File: src/rtl/hid_packet_tx.sv
// hid_packet_tx: UART-side encoder and transmitter for the retro_paint HID link.
// Takes one {cmd, x, y} command per handshake and builds the 3-byte frame
// Header, X, Y from it. The frame is sent 8N1, LSB first, on tx_pin.
// Optionally, GAP_BITS mark bit-times are inserted between the bytes of a frame.
//
// Ports:
//   clk        in   system clock, rising edge
//   reset_btn  in   asynchronous active-low reset
//   cmd_in     in   [2:0] command code (1 = move, 2 = draw, others passed through)
//   x_in       in   [5:0] X coordinate
//   y_in       in   [5:0] Y coordinate
//   valid_in   in   send request, sampled only while ready=1
//   ready      out  idle and able to accept a command
//   tx_pin     out  serial line, idle high
//   busy       out  frame in flight (~ready)
//   frame_done out  one-cycle pulse when a frame completes
module hid_packet_tx #(
    parameter int unsigned CLK_FREQ  = 50_000_000,
    parameter int unsigned BAUD_RATE = 9600,
    parameter int unsigned GAP_BITS  = 0
) (
    input  logic       clk,
    input  logic       reset_btn,
    input  logic [2:0] cmd_in,
    input  logic [5:0] x_in,
    input  logic [5:0] y_in,
    input  logic       valid_in,
    output logic       ready,
    output logic       tx_pin,
    output logic       busy,
    output logic       frame_done
);

    localparam int unsigned CLKS_PER_BIT = CLK_FREQ / BAUD_RATE;
    localparam int unsigned BAUD_W       = (CLKS_PER_BIT > 1) ? $clog2(CLKS_PER_BIT) : 1;
    localparam int unsigned GAP_W        = (GAP_BITS > 0) ? $clog2(GAP_BITS + 1) : 1;
    localparam logic [BAUD_W-1:0] BAUD_LAST = BAUD_W'(CLKS_PER_BIT - 1);
    localparam logic [GAP_W-1:0]  GAP_LAST  = GAP_W'(GAP_BITS);
    localparam logic [1:0]        LAST_IDX  = 2'd2;

    typedef enum logic [2:0] {
        S_IDLE,
        S_START,
        S_DATA,
        S_STOP,
        S_GAP
    } state_t;

    // Captured command, held for the whole frame
    typedef struct packed {
        logic [2:0] cmd;
        logic [5:0] x;
        logic [5:0] y;
    } cmd_t;

    state_t            state_q, state_d;
    logic [1:0]        idx_q, idx_d;
    logic [2:0]        bit_q, bit_d;
    logic [BAUD_W-1:0] baud_q, baud_d;
    logic [GAP_W-1:0]  gap_q, gap_d;
    logic [GAP_W-1:0]  gap_inc;
    logic              tail_q, tail_d;
    cmd_t              hold_q, hold_d;
    logic              tx_d;
    logic              ready_d;
    logic              busy_d;
    logic              done_d;

    logic              bit_end;
    logic [7:0]        cur_byte;

    // Byte currently being shifted out, selected by the byte index
    always_comb begin
        cur_byte = 8'h00;
        case (idx_q)
            2'd0:    cur_byte = {2'b11, 3'b000, hold_q.cmd};
            2'd1:    cur_byte = {2'b00, hold_q.x};
            default: cur_byte = {2'b00, hold_q.y};
        endcase
    end

    assign bit_end = (baud_q == BAUD_LAST);
    assign gap_inc = (gap_q == GAP_LAST) ? gap_q : gap_q + GAP_W'(1);

    // State register and all registered outputs
    always_ff @(posedge clk or negedge reset_btn) begin
        if (!reset_btn) begin
            state_q    <= S_IDLE;
            idx_q      <= 2'd0;
            bit_q      <= 3'd0;
            baud_q     <= '0;
            gap_q      <= '0;
            tail_q     <= 1'b0;
            hold_q     <= '0;
            tx_pin     <= 1'b1;
            ready      <= 1'b1;
            busy       <= 1'b0;
            frame_done <= 1'b0;
        end else begin
            state_q    <= state_d;
            idx_q      <= idx_d;
            bit_q      <= bit_d;
            baud_q     <= baud_d;
            gap_q      <= gap_d;
            tail_q     <= tail_d;
            hold_q     <= hold_d;
            tx_pin     <= tx_d;
            ready      <= ready_d;
            busy       <= busy_d;
            frame_done <= done_d;
        end
    end

    // Next-state and output logic.
    // tx_pin is registered from the current state, so the line trails the FSM
    // by one clock. That trail gives the one-clock start-bit latency. To make
    // up for it, the final stop bit holds STOP for one extra clock (tail_q),
    // which lets the last line bit complete before frame_done and ready rise.
    always_comb begin
        state_d = state_q;
        idx_d   = idx_q;
        bit_d   = bit_q;
        baud_d  = bit_end ? '0 : baud_q + BAUD_W'(1);
        gap_d   = gap_q;
        tail_d  = tail_q;
        hold_d  = hold_q;
        done_d  = 1'b0;
        tx_d    = 1'b1;

        case (state_q)
            S_IDLE: begin
                tx_d   = 1'b1;
                baud_d = '0;
                if (valid_in && ready) begin
                    hold_d.cmd = cmd_in;
                    hold_d.x   = x_in;
                    hold_d.y   = y_in;
                    idx_d      = 2'd0;
                    bit_d      = 3'd0;
                    state_d    = S_START;
                end
            end

            S_START: begin
                tx_d = 1'b0;
                if (bit_end) begin
                    bit_d   = 3'd0;
                    state_d = S_DATA;
                end
            end

            S_DATA: begin
                tx_d = cur_byte[bit_q];
                if (bit_end) begin
                    if (bit_q == 3'd7) begin
                        state_d = S_STOP;
                    end else begin
                        bit_d = bit_q + 3'd1;
                    end
                end
            end

            S_STOP: begin
                tx_d = 1'b1;
                if (tail_q) begin
                    tail_d  = 1'b0;
                    baud_d  = '0;
                    done_d  = 1'b1;
                    state_d = S_IDLE;
                end else if (bit_end) begin
                    if (idx_q == LAST_IDX) begin
                        tail_d = 1'b1;
                    end else if (GAP_BITS > 0) begin
                        gap_d   = '0;
                        state_d = S_GAP;
                    end else begin
                        idx_d   = idx_q + 2'd1;
                        state_d = S_START;
                    end
                end
            end

            S_GAP: begin
                tx_d = 1'b1;
                if (bit_end) begin
                    // Counts completed gap bit-times and stays at GAP_BITS once reached
                    gap_d = gap_inc;
                    if (gap_inc == GAP_LAST) begin
                        idx_d   = idx_q + 2'd1;
                        state_d = S_START;
                    end
                end
            end

            default: begin
                state_d = S_IDLE;
            end
        endcase

        ready_d = (state_d == S_IDLE);
        busy_d  = ~ready_d;
    end

endmodule

File: config.mk
export PLATFORM = sky130hd
export DESIGN_NAME = hid_packet_tx
export DESIGN_NICKNAME = d
export VERILOG_FILES = /design/src/rtl/hid_packet_tx.sv
export SDC_FILE = /design/constraint.sdc
export NUM_CORES = 1
export LEC_CHECK = 0
export CORE_ASPECT_RATIO = 0.8
export CORE_MARGIN = 10
export CORE_UTILIZATION = 50
export CTS_BUF_LIST = sky130_fd_sc_hd__clkbuf_4
export CTS_CLUSTER_DIAMETER = 100
export DETAILED_ROUTE_END_ITERATION = 8
export MAX_ROUTING_LAYER = met4
export PLACE_DENSITY = 0.7
export SKIP_LAST_GASP = 1
export SLEW_MARGIN = 20
export SYNTH_ARGS = -nofsm -noshare
export SYNTH_HDL_FRONTEND = slang
export SYNTH_SLANG_ARGS = --single-unit
File: constraint.sdc
create_clock -name clk -period 3.2 [get_ports clk]
set_input_delay 0.64 -clock clk [delete_from_list [all_inputs] [get_ports clk]]
set_output_delay 0.64 -clock clk [all_outputs]
set_load 0.02 [all_outputs]
# After elaboration in Yosys (flattened, before gate mapping)
# Index checks and enable logic that the tools add are counted.
[totals]
regBits = 42
latchBits = 0
mem_bits_rw = 0
romBits = 0
in_bits = 18
out_inout_bits = 4
elab_cells = 81
n_memories = 0
[op_classes]
add_sub_neg = 4
multipliers = 0
div = 0
n_lt_le_gt_ge = 1
n_eq_ne = 17
shifts = 0
muxes = 35
bitwise_logic = 1
n_reduce_logical = 10
[ops]
columns = ["cell", "n"]
rows = [
  ["$mux W3", 13],
  ["$mux W13", 2],
  ["$pmux W13 S2", 1],
  ["$ne A2 B2 Y1 const B", 9],
  ["$pmux W8 S2", 1],
  ["$pmux W3 S5", 1],
  ["$add A13 B1 Y13 const B", 1],
  ["$eq A13 B13 Y1 const B", 1],
  ["$mux W2", 6],
  ["$pmux W3 S3", 1],
  ["$mux W1", 7],
  ["$reduce_and A7 Y1", 1],
  ["$eq A3 B2 Y1 const B", 2],
  ["$eq A3 B3 Y1 const B", 2],
  ["$logic_not A3 Y1", 2],
  ["$pmux W2 S3", 1],
  ["$reduce_bool A3 Y1", 2],
  ["$reduce_and A5 Y1", 1],
  ["$lt A3 B4 Y1 const B", 1],
  ["$reduce_and A2 Y1", 2],
  ["$add A3 B1 Y3 const B", 1],
  ["$bmux W1 S3", 1],
  ["$eq A3 B1 Y1 const B", 1],
  ["$add A2 B1 Y2 const B", 1],
  ["other kinds (7)", 7],
]

# Logic depth before layout (Yosys ltp)
# Gate-level depths: netlist of run 1.
[depth]
depth_word = 7
mapped_depth = 8
mapped_depth_nobuf = 7

# Least setup slack after synthesis of run 1
# Ideal clock, no wire load.
[synth_path]
kind = "register to register"
startpoint = "register baud_q[5]"
endpoint = "register idx_q[0]"
setup_ns = 0.125
arrival_ns = 1.698
required_ns = 3.075
setup_slack_ns = 1.377
stages_incl_launch_ff = 6
n_path_buf = 0
period_less_slack_ns = 1.823
cell_sequence = "dfrtp_1 > or4b_4 > nor3_4 > inv_2 > a21bo_1 > mux2_2"
[synth_via]
elab_chain_len = 3
word_cells_on_any_way = 4
classes_between = "eq/ne (3); reduce/logical (1)"
[synth_lines]
columns = ["element", "line", "rtl"]
rows = [
  ["from (decl)", "59", "logic [BAUD_W-1:0] baud_q, baud_d;"],
  ["from (signal assigned)", "103", "baud_q <= baud_d;"],
  ["$eq A13 B13 Y1 *", "82", "assign bit_end = (baud_q == BAUD_LAST);"],
  ["$ne A2 B2 Y1 (no source line)", "n/a", ""],
  ["$reduce_and A7 Y1 (no source line) *", "n/a", ""],
  ["to (signal assigned)", "101", "idx_q <= idx_d;"],
  ["to (decl)", "57", "logic [1:0] idx_q, idx_d;"],
]
# Every way passes the cells marked *; elsewhere a longest branch is shown, timed or not.
# A chain may end at the register's enable or synchronous reset.

# Final worst setup path of run 1
[layout_path]
startpoint = "register state_q[1]"
endpoint = "register hold_q[4] in the netlist's numbering"
[layout_via]
elab_chain_len = 2
[layout_lines]
columns = ["element", "line", "rtl"]
rows = [
  ["from (decl)", "56", "state_t state_q, state_d;"],
  ["from (signal assigned)", "100", "state_q <= state_d;"],
  ["$logic_not A3 Y1", "130", "case (state_q)"],
  ["$reduce_and A2 Y1 (no source line)", "n/a", ""],
  ["to (signal assigned)", "106", "hold_q <= hold_d;"],
  ["to (decl)", "63", "cmd_t hold_q, hold_d;"],
]
# Every way passes these cells.

==> results.rst, run 1 <==
.. list-table::
   :header-rows: 1

   * - Metric
     - Value
   * - Run status
     - finished, final reports clean
   * - CP max-delay cell
     - sky130_fd_sc_hd__nand3_1
   * - Total Die Area
     - 7110 um2
   * - Critical path buffers and inverters
     - 1
   * - Area growth from synthesis to layout
     - 16.8%
   * - Count of clock tree sinks
     - 41
   * - FF-to-FF setup slack
     - 1.04 ns
   * - Capture instance of the worst register-to-register path
     - hold_q[4]
   * - Remaining global-route overflow
     - 0
   * - Max FO, Critical Path
     - 15
   * - Synth Flop Type
     - sky130_fd_sc_hd__dfrtp_1
   * - Delay of the slowest critical-path stage
     - 0.55 ns
   * - H-tree depth reported by CTS
     - 2
   * - Ys Warns
     - 0
   * - Share of final-layout standard cells stronger than drive strength 1
     - 8.76%
   * - Least-Margin Pin Slew
     - 0.905 ns
   * - Number of violations of the max-capacitance limit
     - 0
   * - Final Hold Fails
     - 0
   * - Rows
     - 20
   * - Proportion of synthesized flip-flops having asynchronous set or reset
     - 100%
   * - Total negative slack for setup checks
     - 0 ns
   * - Number of max-slew violations in the final report
     - 0
   * - Overall power of the completed layout
     - 0.960 mW
   * - Hold bufs inserted after CTS
     - 0
   * - Endpoint arrival time on the critical path
     - 2.40 ns
   * - Final setup skew
     - 0.00573 ns
   * - CP top delay family
     - simple AND/OR/NAND/NOR gates
   * - # diodes
     - 0
   * - Buffers added on ports
     - 21
   * - Unrepaired setup endpoints after global routing
     - no
   * - Cell-by-cell listing of the critical path
     - nor2_1 > inv_2 > nor2_1 > nand3_1 > mux2_1
   * - Final setup violating endpoints
     - 0
   * - Via count
     - 1,482
   * - TritonCTS Buffers
     - 5
   * - Highest clock frequency the design can meet
     - 463 MHz
   * - Clk root buf
     - sky130_fd_sc_hd__clkbuf_4
   * - Clock transition at the registers of the reported paths
     - 0.12 ns
   * - Post-detailed-route DRC marker count
     - 0
   * - Areal power density over the cells
     - 398 nW/um2
   * - Count of nets after finishing
     - 240
   * - Post-CTS Setup Bufs
     - 0
   * - Crit path top cell by count
     - sky130_fd_sc_hd__nor2_1
   * - Die W
     - 91.8 um
   * - Element type at the critical path start
     - flop
   * - Standby leakage power
     - 1.10 nW
   * - Detail-routed via count per cell
     - 5.45
   * - Worst-skew pair later-pin latency
     - 0.35 ns
   * - Crit share post-route
     - 67.5%
   * - Pin count of the biggest net entering global routing
     - 42
   * - Syn_nets
     - 219
   * - Average cell area after synthesis
     - 10.6 um2
   * - Overall routing resource usage
     - 12.7%
   * - Post-detailed-route count of antenna-violating nets
     - 0
   * - Height of the die
     - 77.4 um
   * - Final min period
     - 2.16 ns
   * - Length in cells of the worst reg-to-reg path
     - 5
   * - Worst min-delay path category
     - input port to asynchronous set/reset pin
   * - Count of cell types in the netlist
     - 47
   * - Initial antenna violation count
     - 0
   * - Average detailed-routed wire length per instance
     - 14.8 um
   * - Final GP Congestion
     - 0.886
   * - TritonCTS clock tree
     - done
   * - Reg-to-Reg Start
     - state_q[1]
   * - Relative max-transition margin
     - 39.7%
   * - Number of global-route vias before repair
     - 1,502
   * - Wire length of the first global-routing pass
     - 7290 um
   * - Critical path type
     - flop to flop
   * - Number of instances in the synthesized netlist
     - 195
   * - Required time worst endpoint
     - 3.44 ns
   * - Max IR drop VDD
     - 0.250 mV
   * - Ports placed on the boundary
     - 22
   * - Std-Cell Core Area
     - 3880 um2
   * - Number of synthesized flops with an enable pin
     - 0
   * - Final HPWL DP
     - 2910 um
   * - Iter 0 DRT Violations
     - 118
   * - Share of synthesized area occupied by flip-flops and latches
     - 49.9%
   * - Effective utilization at floorplan
     - 53.2%
   * - Post-CTS resize count
     - 0
   * - Fin Hold WS
     - 0.402 ns
   * - Longest Clk Path Bufs
     - 2
   * - Number of synthesized register bits
     - 41
   * - Final WL
     - 4020 um
   * - Netlist area before placement
     - 2060 um2
   * - First-pass detailed-route iteration total
     - 4
   * - Critical Path End Type
     - flop
## how the worst max path moves through the flow
stage | start | to | slack (ns) | cells after the start
detailed placement | valid_in | hold_q[4] | 0.80 | 3
global route | state_q[1] | hold_q[5] | 0.77 | 5
finish | state_q[1] | hold_q[4] | 1.04 | 5
CTS | state_q[1] | hold_q[4] | 1.02 | 5
floorplan | baud_q[5] | idx_q[0] | 1.38 | 5
global placement | valid_in | hold_q[7] | 0.89 | 3
## sequential cells by signal, indices dropped and copies added, names as in the netlist
name,cells
frame_done,1
ready,1
hold_q,15
baud_q,13
busy,1
idx_q,2
tx_pin,1
tail_q,1
bit_q,3
state_q,3
## per-layer routing
layer	global-route usage [%]	wire length, um	vias to the layer above
li1	-	-	734
met1	16.7	1980	718
met2	18.2	1830	24
met3	3.85	160	6
met4	4.31	56	0
met5	-	0	-
## area by class of cell
cell class              count  area [um2]
inverters                   9        33.8
flip-flops and latches     41        1030
fillers                   332        1470
well taps                  55        68.8
clock inverters             3        65.1
repair buffers             21         205
clock buffers               5        37.5
multi-input cells         138         970
## cell usage in the layout, fill, tap and decap left out, types with 5 or more instances in the layout
cell type                         Yosys  routed
sky130_fd_sc_hd__a21oi_1              7       7
sky130_fd_sc_hd__clkbuf_4             0       5
sky130_fd_sc_hd__clkdlybuf4s50_1      0      20
sky130_fd_sc_hd__dfrtp_1             39      39
sky130_fd_sc_hd__ha_1                 6       6
sky130_fd_sc_hd__inv_1                7       7
sky130_fd_sc_hd__mux2_1              15      15
sky130_fd_sc_hd__nand2_1             20      20
sky130_fd_sc_hd__nand3_1              5       5
sky130_fd_sc_hd__nor2_1              22      22
sky130_fd_sc_hd__xor2_1               7       7
## cell usage after synthesis (2+ instances only)
cell,number,area (um2)
sky130_fd_sc_hd__dfrtp_1,39,976
sky130_fd_sc_hd__nor2_1,22,82.6
sky130_fd_sc_hd__nand2_1,20,75.1
sky130_fd_sc_hd__mux2_1,15,169
sky130_fd_sc_hd__a21oi_1,7,35.0
sky130_fd_sc_hd__inv_1,7,26.3
sky130_fd_sc_hd__xor2_1,7,61.3
sky130_fd_sc_hd__ha_1,6,75.1
sky130_fd_sc_hd__nand3_1,5,25.0
sky130_fd_sc_hd__and3_1,4,25.0
sky130_fd_sc_hd__clkbuf_1,4,15.0
sky130_fd_sc_hd__xnor2_1,4,35.0
sky130_fd_sc_hd__a221oi_1,3,26.3
sky130_fd_sc_hd__buf_2,3,15.0
sky130_fd_sc_hd__nand4_1,3,18.8
sky130_fd_sc_hd__nor2b_1,3,18.8
sky130_fd_sc_hd__nor3b_1,3,22.5
sky130_fd_sc_hd__o211ai_1,3,22.5
sky130_fd_sc_hd__o21ai_0,3,15.0
sky130_fd_sc_hd__o22ai_1,3,18.8
sky130_fd_sc_hd__dfstp_2,2,52.6
sky130_fd_sc_hd__inv_2,2,7.51
sky130_fd_sc_hd__nand2b_1,2,12.5
sky130_fd_sc_hd__or4b_4,2,27.5
## cell families after synthesis
family / count (synthesis) / share of synthesized area, %
buf+inv: 16 / 3.09
flops: 41 / 49.9
compound gates: 35 / 12.4
xor+xnor: 11 / 4.67
fa+ha+maj: 6 / 3.64
mux: 17 / 9.22
simple gates: 69 / 17.1
## per-stage QoR
step           cells  cell area [um2]  util (%)  worst slack, ns
4_1_cts          272             2410      62.1             1.02
6_report         272             2410      62.1             1.04
3_5_place_dp     264             2310      59.5            0.800
5_1_grt          272             2410      62.1            0.774
3_3_place_gp     264             2310      59.5            0.887
2_1_floorplan    195             2060         -             1.38
## where the power goes
part,internal [mW],leakage [nW],total (mW),switching [mW]
Combinational,0.0174,0.524,0.0296,0.0123
Sequential,0.518,0.525,0.518,0
Clock,0.242,0.0552,0.412,0.170
Total,0.777,1.10,0.960,0.182
Note: power is estimated with default switching activity, not from simulation.
==> inputs of run 2 (changes only) <==
- clock period: 3.2 -> 2.09 ns (I/O delays scaled with it)
==> run 2 against run 1 <==
  * Core utilization barely moved
  * Total power up 30%
  * Non-clock buffer count is 6 higher
  * Die area did not move
  * Sequential power rose by 53%
  * Clock power is essentially flat
  * Clock-buffer cell count increased by 1
  * Final cell count grew 2.2%
  * Via count grew 3.4%
  * Global-route usage fell by 0.33 points
  * Critical path type is now flop to output port
==> results.rst, run 2 (synthesis gave the netlist of run 1 again) <==
.. list-table::
   :header-rows: 1

   * - Metric
     - Value
   * - Register ranked first by flip-flop count
     - hold_q
   * - Highest-count cells in the layout ignoring fill and taps
     - sky130_fd_sc_hd__dfrtp_1 (39), sky130_fd_sc_hd__nor2_1 (22), sky130_fd_sc_hd__nand2_1 (20), sky130_fd_sc_hd__clkdlybuf4s50_1 (20), sky130_fd_sc_hd__mux2_1 (15)
   * - CP top delay family
     - buffers and inverters
   * - Element type at the critical path start
     - flop
   * - Highest clock frequency the design can meet
     - 510 MHz
   * - FF-to-FF setup slack
     - 0.15 ns (-0.89 ns)
   * - Max IR drop VDD
     - 0.370 mV (+48%)
   * - Required time worst endpoint
     - 1.67 ns (-1.77 ns)
   * - Capture instance of the worst register-to-register path
     - idx_q[0]
   * - Final min period
     - 1.96 ns
   * - Initial antenna violation count
     - 0 (unchanged)
   * - Overall power of the completed layout
     - 1.25 mW (+30%)
   * - Overall routing resource usage
     - 12.4% (-0.33 points)
   * - Final Hold Fails
     - 0 (unchanged)
   * - Flip-flop count of the largest register, all copies and words added
     - 15 (unchanged)
   * - Die W
     - 91.8 um (unchanged)
   * - Relative max-transition margin
     - 63.6% (+24 points)
   * - Regs by FF count
     - hold_q: 15 flops, baud_q: 13 flops
   * - Total negative slack for setup checks
     - 0 ns (unchanged)
   * - Count of placed standard cells including taps
     - 270 (+2.3%)
   * - Number of violations of the max-capacitance limit
     - 0 (unchanged)
   * - Critical path buffers and inverters
     - 1 (unchanged)
   * - Fraction of power spent switching nets
     - 23.0% (+4.0 points)
   * - Least-Margin Pin Slew
     - 0.546 ns (-0.358 ns)
   * - Sw power
     - 0.287 mW (+57%)
   * - Delay of the slowest critical-path stage
     - 0.61 ns (+0.06 ns)
   * - # diodes
     - 0 (unchanged)
   * - Number of global-route vias before repair
     - 1,532 (+2.0%)
   * - Std-Cell Core Area
     - 3880 um2 (unchanged)
   * - Critical path type
     - flop to output port
   * - Sequential cell area
     - 1030 um2 (unchanged)
   * - Height of the die
     - 77.4 um (unchanged)
   * - Buffers added on ports
     - 21 (unchanged)
   * - Part of the power in registers
     - 63.5% (+9.5 points)
   * - Final critical-path setup slack
     - 0.129 ns (-0.910 ns)
   * - Unrepaired setup endpoints after global routing
     - no
   * - Reg-to-Reg Start
     - baud_q[5]
   * - Rows
     - 20 (unchanged)
   * - Count of nets after finishing
     - 246 (+2.5%)
   * - Final HPWL DP
     - 3040 um (+4.2%)
   * - Effective utilization at floorplan
     - 53.2% (unchanged)
   * - TritonCTS Buffers
     - 5 (unchanged)
   * - Crit share post-route
     - 93.8%
   * - H-tree depth reported by CTS
     - 2 (unchanged)
   * - Fraction of power consumed by the clock network
     - 32.8% (-10 points)
   * - Length in cells of the worst reg-to-reg path
     - 5 (unchanged)
   * - Layout Cells excl Fill
     - 278 (+2.2%)
   * - Share of final-layout standard cells stronger than drive strength 1
     - 11.2% (+2.5 points)
   * - Post-place setup slack
     - 0.158 ns (-0.642 ns)
   * - TritonCTS clock tree
     - done
   * - Post-detailed-route DRC marker count
     - 0 (unchanged)
   * - Clock transition at the registers of the reported paths
     - 0.12 ns (about the same)
   * - Areal power density over the cells
     - 519 nW/um2 (+30%)
   * - Detail-routed via count per cell
     - 5.51 (+1.1%)
   * - Area growth from synthesis to layout
     - 16.7% (about the same)
   * - First-pass detailed-route iteration total
     - 4 (unchanged)
   * - Wire length of the first global-routing pass
     - 7030 um (-3.5%)
   * - Combinational fraction of design power
     - 3.7% (+0.6 points)
   * - Endpoint arrival time on the critical path
     - 1.54 ns (-0.86 ns)
   * - Worst-skew pair later-pin latency
     - 0.36 ns (about the same)
   * - Combined area of the multi-input logic cells
     - 971 um2 (+0.13%)
   * - Internal power
     - 0.962 mW (+24%)
   * - Number of max-slew violations in the final report
     - 0 (unchanged)
   * - Hold bufs inserted after CTS
     - 0 (unchanged)
   * - Post-detailed-route count of antenna-violating nets
     - 0 (unchanged)
   * - Standby leakage power
     - 1.11 nW (+0.76%)
   * - Final GP Congestion
     - 0.865 (-2.4%)
   * - Total Die Area
     - 7110 um2 (unchanged)
   * - Critical Path End Type
     - output port
   * - Number of fill cells
     - 338 (+1.8%)
   * - Pin count of the biggest net entering global routing
     - 42 (unchanged)
   * - Final setup violating endpoints
     - 0 (unchanged)
   * - Ports placed on the boundary
     - 22 (unchanged)
   * - Cell-by-cell listing of the critical path
     - clkdlybuf4s50_1
   * - CP max-delay cell
     - sky130_fd_sc_hd__clkdlybuf4s50_1
   * - Final WL
     - 4050 um (+0.67%)
   * - Worst min-delay path category
     - input port to asynchronous set/reset pin
   * - Longest Clk Path Bufs
     - 2 (unchanged)
   * - Clk root buf
     - sky130_fd_sc_hd__clkbuf_4
   * - Final setup skew
     - 0.00500 ns (-0.000731 ns)
   * - Via count
     - 1,532 (+3.4%)
   * - Remaining global-route overflow
     - 0 (unchanged)
   * - Iter 0 DRT Violations
     - 72 (-39%)
   * - Run status
     - finished, final reports clean
   * - Average detailed-routed wire length per instance
     - 14.6 um (-1.5%)
   * - Leading cell type in the layout, fill and taps excluded
     - sky130_fd_sc_hd__dfrtp_1
   * - Post-route design area
     - 2410 um2 (about the same)
   * - Max FO, Critical Path
     - 4 (-11)
   * - Placement Cell Area
     - 2350 um2 (+2.0%)
   * - Count of clock tree sinks
     - 41 (unchanged)
run 2: layout make-up:
type                    instances  share of cell area (%)
clock buffers                   6                    1.87
flip-flops and latches         41                    42.7
inverters                       9                    1.40
well taps                      55                    2.86
clock inverters                 2                   0.416
multi-input cells             138                    40.3
repair buffers                 27                    10.4
run 2: how the worst max path moves through the flow:
stage                    from  endpoint  slack, ns  cells past startpoint
floorplan           baud_q[5]  idx_q[0]       0.27                      5
global placement     idx_q[1]    tx_pin       0.21                      7
detailed placement   idx_q[0]    tx_pin       0.16                      7
CTS                     ready     ready       0.11                      1
global route        baud_q[5]  idx_q[0]       0.05                      5
finish                  ready     ready       0.13                      1
run 2: per-layer routing:
metal	share of wire [%]	vias up	routed length (um)	global-route usage [%]
met3	4.7	8	190	3.75
met1	49	740	1990	15.0
met2	44	34	1790	18.4
met5	0	-	0	-
li1	-	750	-	-
met4	2.0	0	79	6.00
run 2: power by group through the flow:
stage	registers, mW	clock network (mW)	logic, mW
floorplan	0.809	0	0.000292
finish	0.793	0.410	0.0461
detailed placement	0.808	0	0.0476
global route	0.794	0.448	0.0514
global placement	0.808	0	0.0462
CTS	0.793	0.419	0.0477
run 2: per-stage QoR:
stage | hold WS [ns] | utilization [%]
floorplan | 0.122 | -
global placement | 0.464 | 60.6
global route | 0.129 | 62.1
finish | 0.0905 | 62.1
detailed placement | 0.473 | 60.6
CTS | 0.108 | 62.0
run 2: what timing repair did:
item	in CTS	in global routing
resized for setup	0	1
buffers inserted	0	0
endpoints found under the hold margin	0	0
endpoints found under the setup margin	0	1
